[config.mk]
export PLATFORM = sky130hd
export DESIGN_NAME = arbiter_flat
export DESIGN_NICKNAME = d
export VERILOG_FILES = /design/src/rtl/arbiter_pkg.sv /design/src/rtl/arbiter_if.sv /design/src/rtl/arbiter_rr_core.sv /design/src/rtl/arbiter.sv /design/src/flat_wrapper.sv
export SDC_FILE = /design/constraint.sdc
export NUM_CORES = 1
export LEC_CHECK = 0
export ABC_CLOCK_PERIOD_IN_PS = 1170
export BUFFER_PORTS_ARGS = -buffer_cell sky130_fd_sc_hd__buf_2
export CORE_AREA = 2 2 39 41
export CTS_BUF_LIST = sky130_fd_sc_hd__clkbuf_4
export CTS_CLUSTER_DIAMETER = 30
export CTS_CLUSTER_SIZE = 20
export DETAILED_ROUTE_END_ITERATION = 7
export DIE_AREA = 0 0 41 43
export PLACE_DENSITY = 0.49
export REMOVE_ABC_BUFFERS = 1
export SETUP_SLACK_MARGIN = 0.4
export SKIP_CTS_REPAIR_TIMING = 1
export SLEW_MARGIN = 20
export SYNTH_ARGS = -nofsm -noshare
export SYNTH_HDL_FRONTEND = slang
export SYNTH_SLANG_ARGS = --single-unit
[constraint.sdc]
create_clock -name clk -period 1.17 [get_ports clk]
set_input_delay 0.117 -clock clk [delete_from_list [all_inputs] [get_ports clk]]
set_output_delay 0.117 -clock clk [all_outputs]
set_load 0.01 [all_outputs]
[src/rtl/arbiter_pkg.sv]
// Shared types and helpers for the two-requester round-robin arbiter.
// The owner encoding is decoded directly into the one-hot grant outputs.
package arbiter_pkg;

  typedef enum logic [1:0] {
    OWN_NONE,
    OWN_1,
    OWN_2
  } owner_e;

  // Priority pointer encoding: names the requester that wins the next contention.
  localparam logic PTR_1 = 1'b0;
  localparam logic PTR_2 = 1'b1;

  // Bit 0 is grant_1 and bit 1 is grant_2, so the result is never two-hot.
  function automatic logic [1:0] onehot_grant(input owner_e owner);
    logic [1:0] grant;
    grant    = 2'b00;
    grant[0] = (owner == OWN_1);
    grant[1] = (owner == OWN_2);
    return grant;
  endfunction

endpackage

[src/rtl/arbiter_if.sv]
// Request/grant bundle between the two requester front-ends and the arbiter.
interface arbiter_if;

  logic req_1;
  logic req_2;
  logic grant_1;
  logic grant_2;

  modport master (
    output req_1,
    output req_2,
    input  grant_1,
    input  grant_2
  );

  modport slave (
    input  req_1,
    input  req_2,
    output grant_1,
    output grant_2
  );

endinterface

[src/rtl/arbiter_rr_core.sv]
// Combinational next-state logic for the arbiter: this block chooses the next owner,
// updates the priority pointer and advances the hold counter.
module arbiter_rr_core
  import arbiter_pkg::*;
#(
  parameter int MAX_HOLD = 1,
  parameter int HOLD_W   = $clog2(MAX_HOLD + 1)
) (
  input  logic [1:0]        req,
  input  owner_e            owner,
  input  logic              ptr,
  input  logic [HOLD_W-1:0] hold_cnt,
  output owner_e            next_owner,
  output logic              next_ptr,
  output logic [HOLD_W-1:0] next_hold
);

  localparam logic [HOLD_W-1:0] HOLD_LIMIT = HOLD_W'(MAX_HOLD);
  localparam logic [HOLD_W-1:0] HOLD_ONE   = HOLD_W'(1);

  logic owner_active;

  assign owner_active = (owner == OWN_1) || (owner == OWN_2);

  // A grant won under contention already counts as one held cycle, so MAX_HOLD=1 alternates every cycle.
  always_comb begin
    next_owner = owner;
    next_ptr   = ptr;
    next_hold  = hold_cnt;
    case (req)
      2'b00: begin
        next_owner = OWN_NONE;
        next_hold  = '0;
      end
      2'b01: begin
        next_owner = OWN_1;
        next_ptr   = PTR_2;
        next_hold  = '0;
      end
      2'b10: begin
        next_owner = OWN_2;
        next_ptr   = PTR_1;
        next_hold  = '0;
      end
      default: begin
        if (owner_active && (hold_cnt < HOLD_LIMIT)) begin
          next_hold = hold_cnt + HOLD_ONE;
        end else begin
          next_owner = (ptr == PTR_2) ? OWN_2 : OWN_1;
          next_ptr   = ~ptr;
          next_hold  = HOLD_ONE;
        end
      end
    endcase
  end

endmodule

[src/rtl/arbiter.sv]
// Fair two-requester arbiter with registered one-hot-or-zero grants.
// Under contention, round-robin alternation prevents either requester from being starved.
module arbiter
  import arbiter_pkg::*;
#(
  parameter int MAX_HOLD = 1,
  parameter int PARK     = 0
) (
  input  logic      clk,
  input  logic      reset,
  arbiter_if.slave  bus
);

  localparam int HOLD_W = $clog2(MAX_HOLD + 1);

  if (MAX_HOLD < 1 || PARK < 0 || PARK > 1) begin : g_bad_param
    $error("arbiter: MAX_HOLD must be >= 1 and PARK must be 0 or 1");
  end

  owner_e            owner;
  owner_e            next_owner;
  logic              ptr;
  logic              next_ptr;
  logic [HOLD_W-1:0] hold_cnt;
  logic [HOLD_W-1:0] next_hold;
  logic [1:0]        grant_vec;

  arbiter_rr_core #(
    .MAX_HOLD (MAX_HOLD),
    .HOLD_W   (HOLD_W)
  ) u_core (
    .req        ({bus.req_2, bus.req_1}),
    .owner      (owner),
    .ptr        (ptr),
    .hold_cnt   (hold_cnt),
    .next_owner (next_owner),
    .next_ptr   (next_ptr),
    .next_hold  (next_hold)
  );

  // In reset the pointer favours requester 1, so requester 1 wins the first contention.
  always_ff @(posedge clk or negedge reset) begin
    if (!reset) begin
      owner    <= OWN_NONE;
      ptr      <= PTR_1;
      hold_cnt <= '0;
    end else begin
      owner    <= next_owner;
      ptr      <= next_ptr;
      hold_cnt <= next_hold;
    end
  end

  assign grant_vec   = onehot_grant(owner);
  assign bus.grant_1 = grant_vec[0];
  assign bus.grant_2 = grant_vec[1];

`ifndef SYNTHESIS
  int unsigned wait_1;
  int unsigned wait_2;

  always_ff @(posedge clk or negedge reset) begin
    if (!reset) begin
      wait_1 <= 0;
      wait_2 <= 0;
    end else begin
      wait_1 <= (bus.req_1 && bus.req_2 && !bus.grant_1) ? wait_1 + 1 : 0;
      wait_2 <= (bus.req_1 && bus.req_2 && !bus.grant_2) ? wait_2 + 1 : 0;
    end
  end

  a_exclusive: assert property (@(posedge clk) disable iff (!reset)
    !(bus.grant_1 && bus.grant_2));

  a_grant_1_req: assert property (@(posedge clk) disable iff (!reset)
    bus.grant_1 |-> $past(bus.req_1));

  a_grant_2_req: assert property (@(posedge clk) disable iff (!reset)
    bus.grant_2 |-> $past(bus.req_2));

  // A continuously contending requester never waits longer than MAX_HOLD+1 edges.
  a_fair_1: assert property (@(posedge clk) disable iff (!reset)
    wait_1 <= MAX_HOLD + 1);

  a_fair_2: assert property (@(posedge clk) disable iff (!reset)
    wait_2 <= MAX_HOLD + 1);
`endif

endmodule

[src/flat_wrapper.sv]
// flat-port wrapper written by rule: the top's interface ports become plain ports
module arbiter_flat import arbiter_pkg::*;
#(
  parameter int MAX_HOLD = 1,
  parameter int PARK     = 0
)
  (clk, reset, bus_req_1, bus_req_2, bus_grant_1, bus_grant_2);
  arbiter_if bus_i ();
  input  logic clk;
  input  logic reset;
  input wire logic [$bits(bus_i.req_1)-1:0] bus_req_1;
  input wire logic [$bits(bus_i.req_2)-1:0] bus_req_2;
  output wire logic [$bits(bus_i.grant_1)-1:0] bus_grant_1;
  output wire logic [$bits(bus_i.grant_2)-1:0] bus_grant_2;
  assign bus_i.req_1 = bus_req_1;
  assign bus_i.req_2 = bus_req_2;
  assign bus_grant_1 = bus_i.grant_1;
  assign bus_grant_2 = bus_i.grant_2;
  arbiter #(.MAX_HOLD(MAX_HOLD), .PARK(PARK)) u_core (.clk(clk), .reset(reset), .bus(bus_i));
endmodule
==> flow_metrics.env <==
export IMPL_status="finished, violations left"
export IMPL_failed_checks="negative setup slack"
export IMPL_remaining_drc_errors=0
export IMPL_die_x_um=41
export IMPL_p_leak_nw=0.217
export IMPL_max_cap_violations=0
export IMPL_groute_usage_overall_pct=6.65
export IMPL_clock_tree_buffer_depth=2
export IMPL_hold_slack_ns=0.228
export IMPL_timing_final_setup_violations=3
export IMPL_yosys_top_cells_area="dfrtp_1 (36%), ha_1 (27%), mux2i_1 (18%)"
export IMPL_postLayoutSetupSlackWorst_ns=-0.0220
export IMPL_synth_top_flop_cell="dfrtp_1"
export IMPL_slowest_delay_ns=0.40
export IMPL_unrepaired_setup_endpoints_after_global_routing="yes"
export IMPL_critical_path_slowest_cell="dfrtp_1"
export IMPL_power_density_nw_per_um2=1470
export IMPL_max_clock_freq_mhz=839
export IMPL_overflow=0
export IMPL_cts_sinks=4
export IMPL_antenna_found_initial=0
export IMPL_aggregate_routed_wire_length_um=440
export IMPL_synth_edff_count=0
export IMPL_floorplan_die_height_um=43
export IMPL_synth_commonest_cells="ha_1 (6), inv_1 (5), mux2i_1 (5)"
export IMPL_grt_max_degree=6
export IMPL_setup_worst_path_class="flop to flop"
export IMPL_yosys_cell_types_count=9
export IMPL_num_io_pins=6
export IMPL_drive_gt1_share_pct=39.5
export IMPL_synthMostInstantiatedCell="ha_1"
export IMPL_avgRoutedWirePerCell_um=8.15
export IMPL_numPortBuffers=5
export IMPL_clock_insertion_delay_worst_skew_ns=0.23
export IMPL_timing_max_slew_rel_slack_pct=89.5
export IMPL_n_antenna_cell=0
export IMPL_holdCritPathClass="input pin to asynchronous set/reset pin"
export IMPL_cp_max_fo=2
export IMPL_fp_dieArea_sq_um=1760
export IMPL_h_tree_depth=1
export IMPL_final_min_clock_period_ns=1.19
export IMPL_cp_start_kind="flop"
export IMPL_final_net_count=50
export IMPL_first_global_vias=203
export IMPL_period_share_pct=102
export IMPL_yosys_area_top_type="dfrtp_1"
export IMPL_postSynthCellCount=27
export IMPL_post_place_ws_ns=-0.101
export IMPL_ant_nets=0
export IMPL_drt_iter0_drc=3
export IMPL_syn_to_final_growth_pct=49.8
export IMPL_irDropWorstVdd_v=0.000739
export IMPL_placedCellCount=50
export IMPL_synth_top_area_share_pct=35.9
export IMPL_tightestPinTransition_ns=0.156
export IMPL_worst_ep_arrival_ns=1.30
export IMPL_routed_via_density=3.85
export IMPL_synthesis_yosys_warnings=0
export IMPL_cp_required_ns=1.28
export IMPL_slew_violations=0
export IMPL_starting_density_pct=20.2
export IMPL_tritonroute_pass_1_iters=2
export IMPL_synth_cell_area_sq_um=279
export IMPL_timing_hold_violations_final=0
export IMPL_syn_area_per_cell_sq_um=10.3
export IMPL_coreArea_sq_um=1380
export IMPL_route_vias_total=208
export IMPL_cts_root_buffer="clkbuf_4"
export IMPL_fp_row_count=14
export IMPL_finalWeightedCongestion=0.696
export IMPL_cp_end_kind="flop"
export IMPL_synth_yosys_seq_area_share_pct=35.9
export IMPL_ys_ff_latch=4
export IMPL_layout_cells_non_filler=54
export IMPL_clock_skew_final_ns=0.00110
export IMPL_numCtsBuffers=3
export IMPL_worst_setup_hold_path_clk_slew_ns=0.04
export IMPL_synthArstFlopShare_pct=100
export IMPL_timing_critical_path_cells="ha_4 -> nor3_4 -> a21oi_1 -> mux2i_1"
export IMPL_first_pass_grt_wire_length_um=759
export IMPL_cts_tree="yes"
[worst max-delay path, delay by kind of cell (launching register included)]
kind,cells,cell delay [ns]
muxes,1,0.12
AOI/OAI and AO/OA,1,0.11
adders and majority gates,1,0.26
and+or+nand+nor,1,0.19
DFF,1,0.40
[power by group]
group          internal (mW)  total [mW]  switching (mW)
clock                  0.115       0.168          0.0535
sequential             0.171       0.197          0.0253
combinational          0.140       0.250           0.109
total                  0.426       0.614           0.188
[path summary, 6_finish.rpt]
path | from | endpoint | slack [ns] | cells after the start
worst max register to register | u_core.owner[1]$_DFFE_PN0P_ | u_core.ptr$_DFFE_PN0P_ | -0.02 | 4
worst min-delay path | reset | u_core.owner[0]$_DFFE_PN0P_ | 0.23 | 2
worst min register to register | u_core.ptr$_DFFE_PN0P_ | u_core.ptr$_DFFE_PN0P_ | 0.56 | 2
max in group asynchronous | reset | u_core.ptr$_DFFE_PN0P_ | 0.82 | 2
worst max-delay path | u_core.owner[1]$_DFFE_PN0P_ | u_core.ptr$_DFFE_PN0P_ | -0.02 | 4
min in group clk | bus_req_2 | u_core.ptr$_DFFE_PN0P_ | 0.25 | 3
[flip-flops by register name, summed over array words and instances, names as in the netlist]
register	cells
u_core.hold_cnt	1
u_core.ptr	1
u_core.owner	2
[kinds of logic (layout without fill, tap and decap cells)]
logic type               Yosys count  after routing  synth area share (%)
flip-flops                         4              4                  35.9
AO/OA/AOI/OAI                      2              2                  3.58
buffers and inverters              5             16                  6.73
adder cells (fa/ha/maj)            6              6                  26.9
AND/OR/NAND/NOR                    5              5                  8.97
multiplexers                       5              5                  17.9
[cells in the final DEF (no fill, tap or decap), drive strengths merged]
cell and count:
nor3 1, clkbuf 3, dlygate4sd3 1, mux2i 5
nand2 2, nor2 2, a21oi 1, buf 7
ha 6, inv 5, o21ai 1, dfrtp 4
[per-stage QoR]
step | utilization (%) | area [sq um] | setup TNS (ns) | total power [mW]
2_1_floorplan | - | 279 | -0.0727 | 0.308
3_3_place_gp | 24.5 | 339 | -0.300 | 0.371
3_5_place_dp | 24.5 | 339 | -0.268 | 0.370
4_1_cts | 26.1 | 362 | -0.308 | 0.545
5_1_grt | 30.2 | 418 | -0.193 | 0.677
6_report | 30.2 | 418 | -0.0324 | 0.614
[cell type report]
| type | instances | area (sq um) |
|---|---|---|
| inverters | 5 | 18.8 |
| repair buffers | 8 | 62.6 |
| fillers | 148 | 966 |
| clock buffers | 3 | 22.5 |
| flip-flops and latches | 4 | 100 |
| multi-input cells | 18 | 194 |
| well taps | 16 | 20.0 |
[routing by layer]
layer,up-vias,track usage [%],routed length (um)
li1,109,-,-
met1,91,8.14,220
met2,8,8.13,176
met3,0,6.28,42
met5,-,0,0
met4,0,2.00,0
Power figures use the tool's default switching activity.
